--- src/rtl/johnson_seq_decoder.sv ---
// Johnson code stream monitor: decodes each sampled word to its step index,
// flags illegal words and out-of-order steps, and tracks sequence lock.
module johnson_seq_decoder #(
  parameter  int WIDTH    = 4,
  parameter  int LOCK_CNT = 3,
  localparam int IDXW     = $clog2(2 * WIDTH)
) (
  input  logic             clk,
  input  logic             reset,
  input  logic [WIDTH-1:0] code_in,
  input  logic             code_valid,
  output logic [IDXW-1:0]  index,
  output logic             index_valid,
  output logic             illegal,
  output logic             seq_err,
  output logic             wrap,
  output logic             locked,
  output logic [7:0]       err_count
);

  localparam int              RUNW     = $clog2(LOCK_CNT + 1);
  localparam logic [IDXW-1:0] LAST_IDX = IDXW'(2 * WIDTH - 1);

  typedef enum logic [1:0] {
    HUNT,
    CONFIRM,
    LOCKED
  } state_t;

  state_t          state_q;
  logic [RUNW-1:0] run_q;
  logic [IDXW-1:0] lastIdx_q;
  logic [IDXW-1:0] index_q;
  logic            indexValid_q;
  logic            illegal_q;
  logic            seqErr_q;
  logic            wrap_q;
  logic [7:0]      errCount_q;

  logic [WIDTH-2:0] edges;
  logic             legal;
  logic             isSucc;
  logic             errEvent;
  logic [IDXW-1:0]  idx_d;
  logic [IDXW-1:0]  succIdx;
  logic [RUNW-1:0]  run_d;
  int               ones;

  // A legal Johnson word has at most one 0/1 boundary along its bits; the
  // boundary position plus the LSB value pins down the step uniquely.
  always_comb begin
    edges = code_in[WIDTH-1:1] ^ code_in[WIDTH-2:0];
    legal = $onehot0(edges);
    ones  = $countones(code_in);
    if (code_in == '0) begin
      idx_d = '0;
    end else if (code_in[0]) begin
      idx_d = IDXW'(ones);
    end else begin
      idx_d = IDXW'(2 * WIDTH - ones);
    end
    succIdx  = (lastIdx_q == LAST_IDX) ? '0 : lastIdx_q + IDXW'(1);
    isSucc   = legal && (idx_d == succIdx);
    errEvent = code_valid && (!legal || ((state_q == LOCKED) && !isSucc));
    run_d    = run_q + RUNW'(1);
  end

  always_ff @(posedge clk) begin
    if (reset) begin
      state_q      <= HUNT;
      run_q        <= '0;
      lastIdx_q    <= '0;
      index_q      <= '0;
      indexValid_q <= 1'b0;
      illegal_q    <= 1'b0;
      seqErr_q     <= 1'b0;
      wrap_q       <= 1'b0;
      errCount_q   <= '0;
    end else begin
      indexValid_q <= 1'b0;
      illegal_q    <= 1'b0;
      seqErr_q     <= 1'b0;
      wrap_q       <= 1'b0;
      if (errEvent && (errCount_q != 8'hFF)) begin
        errCount_q <= errCount_q + 8'd1;
      end
      if (code_valid) begin
        if (!legal) begin
          illegal_q <= 1'b1;
          state_q   <= HUNT;
          run_q     <= '0;
        end else begin
          index_q      <= idx_d;
          indexValid_q <= 1'b1;
          lastIdx_q    <= idx_d;
          case (state_q)
            HUNT: begin
              state_q <= CONFIRM;
              run_q   <= '0;
            end
            CONFIRM: begin
              if (isSucc) begin
                run_q <= run_d;
                if (run_d >= RUNW'(LOCK_CNT)) begin
                  state_q <= LOCKED;
                end
              end else begin
                run_q <= '0;
              end
            end
            LOCKED: begin
              if (isSucc) begin
                wrap_q <= (lastIdx_q == LAST_IDX) && (idx_d == '0);
              end else begin
                seqErr_q <= 1'b1;
                state_q  <= CONFIRM;
                run_q    <= '0;
              end
            end
            default: begin
              state_q <= HUNT;
              run_q   <= '0;
            end
          endcase
        end
      end
    end
  end

  assign index       = index_q;
  assign index_valid = indexValid_q;
  assign illegal     = illegal_q;
  assign seq_err     = seqErr_q;
  assign wrap        = wrap_q;
  assign locked      = (state_q == LOCKED);
  assign err_count   = errCount_q;

endmodule

--- config.mk ---
export PLATFORM = sky130hd
export DESIGN_NAME = johnson_seq_decoder
export DESIGN_NICKNAME = d
export VERILOG_FILES = /design/src/rtl/johnson_seq_decoder.sv
export SDC_FILE = /design/constraint.sdc
export NUM_CORES = 1
export LEC_CHECK = 0
export ABC_AREA = 1
export CAP_MARGIN = 0
export CORE_MARGIN = 1
export CORE_UTILIZATION = 38
export DETAILED_ROUTE_END_ITERATION = 6
export DONT_BUFFER_PORTS = 1
export GPL_TIMING_DRIVEN = 0
export MAX_ROUTING_LAYER = met4
export PLACE_DENSITY = 0.54
export SLEW_MARGIN = 20
export SYNTH_ARGS = -nofsm -noshare
export SYNTH_HDL_FRONTEND = slang
export SYNTH_SLANG_ARGS = --single-unit
--- constraint.sdc ---
create_clock -name clk -period 3.4 [get_ports clk]
set_input_delay 0.68 -clock clk [delete_from_list [all_inputs] [get_ports clk]]
set_output_delay 0.68 -clock clk [all_outputs]
set_load 0.005 [all_outputs]
== Word level (Yosys, flattened, before mapping) ==
Cells that the tools add are included.

* Bitwise logic cells: 5
* Reductions and logical operators: 17
* Multiplexer cells: 15
* Add/sub/neg operators: 9
* $lt $le $gt $ge: 2
* Equality and inequality tests: 8

{| class="wikitable"
|+ Operators with widths
! operator !! count
|-
| $mux W2 || 7
|-
| $mux W3 || 3
|-
| $ne A3 B3 Y1 const B || 3
|-
| $add A8 B1 Y8 const B || 1
|-
| $ne A8 B8 Y1 const B || 1
|-
| $add A1 B1 Y2 || 3
|-
| $pmux W2 S3 || 1
|-
| $logic_and A1 B1 Y1 || 5
|-
| $reduce_or A5 Y1 || 1
|-
| $logic_not A4 Y1 || 1
|-
| $not A1 Y1 || 4
|-
| $pmux W2 S2 || 1
|-
| $reduce_and A2 Y1 || 2
|-
| $reduce_and A4 Y1 || 1
|-
| $reduce_or A4 Y1 || 1
|-
| $add A2 B2 Y3 || 1
|-
| $add A3 B1 Y3 const B || 1
|-
| $eq A3 B3 Y1 || 1
|-
| $eq A3 B3 Y1 const B || 1
|-
| $logic_not A3 Y1 || 1
|-
| $mux W1 || 3
|-
| $sub A1 B3 Y3 const A || 1
|-
| $xor A3 B3 Y3 || 1
|-
| $add A2 B1 Y2 || 1
|-
| other kinds (9) || 10
|}

* Word-level logic and storage cells: 64
* Input bits: 7
* Output and inout bits: 16
* Flip-flop bits (word level): 19

== Logic depth before layout (Yosys ltp) ==
* Depth in word-level cells: 12
* Mapped depth: 19
* Depth with buffers taken out: 19

== Worst setup path before layout ==
OpenSTA, ideal clock, no wires.

* Kind: input to register
* Start: input code_in[0]
* End: register state_q[0]
* Slack: 0.509 ns
* Required time: 3.290 ns
* Stages on the path: 17
* Arrival: 2.782 ns
* Setup time: 0.110 ns
* Path buffers: 0
* Cell sequence: fa_1 ha_1 ha_1 inv_1 ha_1 o21bai_1 nand3_1 nand2_1 nand2_2 nor2_4 nand3_2 nand2_2 inv_2 nand2_1 nand2_1 inv_1 nor2_1

* Word-level cells in the longest chain between the ends: 9
* Elaborated cells on any way between the ends: 17
* Those cells by class: add/sub (5); order compare (1); eq/ne (4); mux (3); bitwise (1); reduce/logical (3)

{| class="wikitable"
|+ Ends and longest elaborated chain
! what !! line !! RTL
|-
| start, declared || 10 || <nowiki>input logic [WIDTH-1:0] code_in,</nowiki>
|-
| $add A1 B1 Y2 (implied by the code) || 54 || <nowiki>ones = $countones(code_in);</nowiki>
|-
| $add A2 B2 Y3 (implied by the code) || 54 ||
|-
| $sub A1 B3 Y3 || 60 || <nowiki>idx_d = IDXW'(2 * WIDTH - ones);</nowiki>
|-
| $mux W3 || 57 || <nowiki>end else if (code_in[0]) begin</nowiki>
|-
| $mux W3 || 55 || <nowiki>if (code_in == '0) begin</nowiki>
|-
| $eq A3 B3 Y1 || 63 || <nowiki>isSucc = legal && (idx_d == succIdx);</nowiki>
|-
| $logic_and A1 B1 Y1 || 63 ||
|-
| $ne A3 B3 Y1 (no source line) || n/a ||
|-
| $reduce_and A4 Y1 (no source line) || n/a ||
|-
| end signal, assigned || 70 || <nowiki>state_q <= HUNT;</nowiki>
|-
| end signal, assigned || 90 || <nowiki>state_q <= HUNT;</nowiki>
|-
| end signal, assigned || 98 || <nowiki>state_q <= CONFIRM;</nowiki>
|-
| end, declared || 30 || <nowiki>state_t state_q;</nowiki>
|}

Parallel ways exist; a longest one is shown, timed or not.
A chain may end at the register's enable or synchronous reset.

== Worst setup path after layout ==
* Start: input code_in[0]
* End: register errCount_q[6] (netlist: err_count[6])

* Word-level cells in the longest chain between the ends: 12
* Elaborated cells on any way between the ends: 18
* Those cells by class: add/sub (5); order compare (1); eq/ne (1); mux (2); bitwise (1); reduce/logical (8)

{| class="wikitable"
|+ Ends and longest elaborated chain
! what !! line !! RTL
|-
| $add A1 B1 Y2 (implied by the code) || 54 ||
|-
| $add A2 B2 Y3 (implied by the code) || 54 ||
|-
| $sub A1 B3 Y3 || 60 ||
|-
| $mux W3 || 57 ||
|-
| $mux W3 || 55 ||
|-
| $eq A3 B3 Y1 || 63 ||
|-
| $logic_and A1 B1 Y1 || 63 ||
|-
| $logic_not A1 Y1 || 64 || <nowiki>errEvent = code_valid && (!legal || ((state_q == LOCKED) && !isSucc));</nowiki>
|-
| $logic_and A1 B1 Y1 || 64 ||
|-
| $logic_or A1 B1 Y1 * || 64 ||
|-
| $logic_and A1 B1 Y1 * || 64 ||
|-
| $logic_and A1 B1 Y1 * || 84 || <nowiki>if (errEvent && (errCount_q != 8'hFF)) begin</nowiki>
|-
| end signal, assigned || 85 || <nowiki>errCount_q <= errCount_q + 8'd1;</nowiki>
|-
| end, declared || 38 || <nowiki>logic [7:0] errCount_q;</nowiki>
|}

Mark *: on every way between the ends. The rest lies on a longest branch, timed or not.

==> metrics.cfg <==
[global_routing]
grt_overflow = 0
grt_max_degree = 12
grt_pass1_wl_um = 4050
grt_antenna_before_repair = 0
grt_pass1_vias = 924
grt.total_usage = 0.162

[cts]
clk_pin_slew_ns = 0.12
cts_buffers = 3
cts_tree = yes
htree_levels = 1
clock_path_buffers = 2
cts-resized-gates = 0
clock-sinks = 19
postCtsSetupBuffers = 0
root_buffer = clkbuf_4
clock_latency_ns = 0.30
postCtsHoldBufs = 0

[yosys]
yosys.area_share.xor_xnor = 0.0522
synth.avg_cell_area_um2 = 7.48
ys.flop_type = dfxtp_1
synthAdderAreaFrac = 0.124
yosysMostFrequentCell = nand2_1
synth_mux_area_frac = 0
synth_top_cell_area_share = 0.324
yosysWarnings = 0
synthDistinctLibCells = 23
synthTopCellsByArea = dfxtp_1 (32%), ha_1 (11%), nand2_1 (9.6%), inv_1 (6.4%), nor2_1 (5.4%)
yosysTopAreaCell = dfxtp_1
synth_top_family_by_area = simple AND/OR/NAND/NOR gates
ys_ff_latch = 19
syn-num-nets = 175
synth_common_cells = nand2_1 (30), inv_1 (20), dfxtp_1 (19)
async_flop_share = 0
ys_seq_area_frac = 0.324
synth_edf_count = 0
synthCells = 157
yosys.area_share.simple = 0.332
syn_area_um2 = 1170
synth_compound_area_frac = 0.0906

[routing]
ant_nets = 0
drtIter0Drc = 30
avgRoutedWirePerCell_um = 11.9
drc = 1
avgViaCountPerCell = 5.07
drt-pass1-iter-count = 6
num_vias = 974
wirelength_um = 2280

[place]
place.gp.congestion = 0.790
numPlacedInstances = 188
pre_cts_ws_ns = 0.289
io_buffers = 0
hpwl_um = 1720

[timing]
fin_skew_ns = 0.0113
fin_crit_sh = 0.822
maxSlewHeadroom = 0.680
setup_tns_ns = 0
hold_viol_final = 0
fmax_mhz = 358
setup_viol = 0
rsz0062_at_grt = false
worst_slack_ns = 0.607
worst_slew_pin_slew_ns = 0.479
drv_slew = 0
post-route-min-period_ns = 2.79

[finish]
drive_above_1_share = 0.118
syn_to_final_growth_pct = 5.65
fin_cells = 192
nets = 180
num_antenna_cells = 0

[power]
powerDensity_nw_per_um2 = 407
switchingPower_mw = 0.177
seqPwrFrac = 0.484
p_leak_nw = 0.566
clkPwrFrac = 0.235
combinationalPowerShare = 0.281
swShare = 0.350
ir_worst_vdd_uv = 189
p_int_mw = 0.328

[min_path]
hold_class = reg2reg

[critical_path]
worst-path-buf-inv = 1
crit_path_end_kind = register
crit_top_cell = ha_1
cp_slowest_cell = fa_1
critPathTopFamily = adder cells
cp_cell_sequence = fa_1, ha_1, ha_1, inv_1, ha_1, o21bai_1, nand3_1, nand2_1, nand2_2, nor2_4, o21bai_4, nand3_4, nand2_1, a21oi_1
path_max_fanout = 9
crit_type = in2reg
crit_required_ns = 3.63
cp.arrival_ns = 3.02
cp-start-kind = input pin
slowest_delay_ns = 0.48

[floorplanning]
die_w_um = 57.6
ios = 23
die-area_um2 = 3310
initial_core_util = 0.415
die_h_um = 57.6
rows = 19
core_um2 = 2830

[job]
drv_cap = 0

[status]
violations = design-rule violations
outcome = complete, but fails checks

==> power by group through the flow <==
| stage | clock [mW] | sequential [mW] | combinational (mW) |
|---|---|---|---|
| after floorplan | 0 | 0.247 | 0.118 |
| after global placement | 0 | 0.250 | 0.139 |
| after detailed placement | 0 | 0.250 | 0.141 |
| after CTS | 0.125 | 0.245 | 0.143 |
| after global routing | 0.133 | 0.247 | 0.164 |
| final | 0.119 | 0.245 | 0.142 |
==> layer usage <==
metal	wire length, um	part of all wire	GRT usage	vias up
met5	0	0	-	-
met4	17	0.0075	0.0453	0
met3	111	0.049	0.0522	2
met2	1030	0.45	0.246	18
met1	1120	0.49	0.207	430
li1	-	-	-	524
==> area by class of cell <==
type	instances	area [um2]
Tap cell	31	38.8
Inverter	22	82.6
Clock buffer	3	22.5
Clock inverter	1	5.00
Fill cell	294	1590
Multi-Input combinational cell	114	702
Buffer	2	8.76
Sequential cell	19	380
==> registers in the layout (all words and copies together), names as in the netlist <==
| name | cells |
|---|---|
| seq_err | 1 |
| index_valid | 1 |
| err_count | 8 |
| index | 3 |
| wrap | 1 |
| state_q | 2 |
| run_q | 2 |
| illegal | 1 |
==> final timing paths <==
kind | cells past startpoint | slack (ns) | endpoint | startpoint
max | 14 | 0.61 | err_count[6] | code_in[0]
min | 2 | 0.49 | run_q[0] | run_q[0]
max reg2reg | 10 | 1.50 | err_count[6] | index[0]
min reg2reg | 2 | 0.49 | run_q[0] | run_q[0]
==> cell usage in the layout, fill, tap and decap left out, drive strengths merged <==
cell type,count
xnor2,1
buf,1
nor3,1
nand2,36
nand4,10
inv,22
ha,10
a21oi,12
nand3,12
clkbuf,4
nor4b,1
clkinv,1
nor2,18
o21bai,2
o21ai,4
dfxtp,19
xor2,6
fa,1
==> stage by stage <==
stage | instance area [um2] | power (mW) | utilization | hold WS [ns]
finish | 1240 | 0.505 | 0.438 | 0.487
global route | 1240 | 0.544 | 0.438 | 0.531
CTS | 1240 | 0.513 | 0.438 | 0.490
detailed placement | 1210 | 0.391 | 0.429 | 0.473
global placement | 1210 | 0.388 | 0.429 | 0.470
floorplan | 1170 | 0.365 | - | 0.450
==> tightest hold or removal path, stage by stage, from the launching register on <==
cell,delay (ns)
dfxtp_1,0.33
inv_1,0.07
a21oi_1,0.06
==> logic make-up after synthesis <==
kind of cell / count (synthesis)
AND/OR/NAND/NOR: 78
buffers and inverters: 24
flip-flops: 19
AO/OA/AOI/OAI: 18
adder cells (fa/ha/maj): 11
XOR/XNOR: 7
Note: power is estimated with default switching activity, not from simulation.
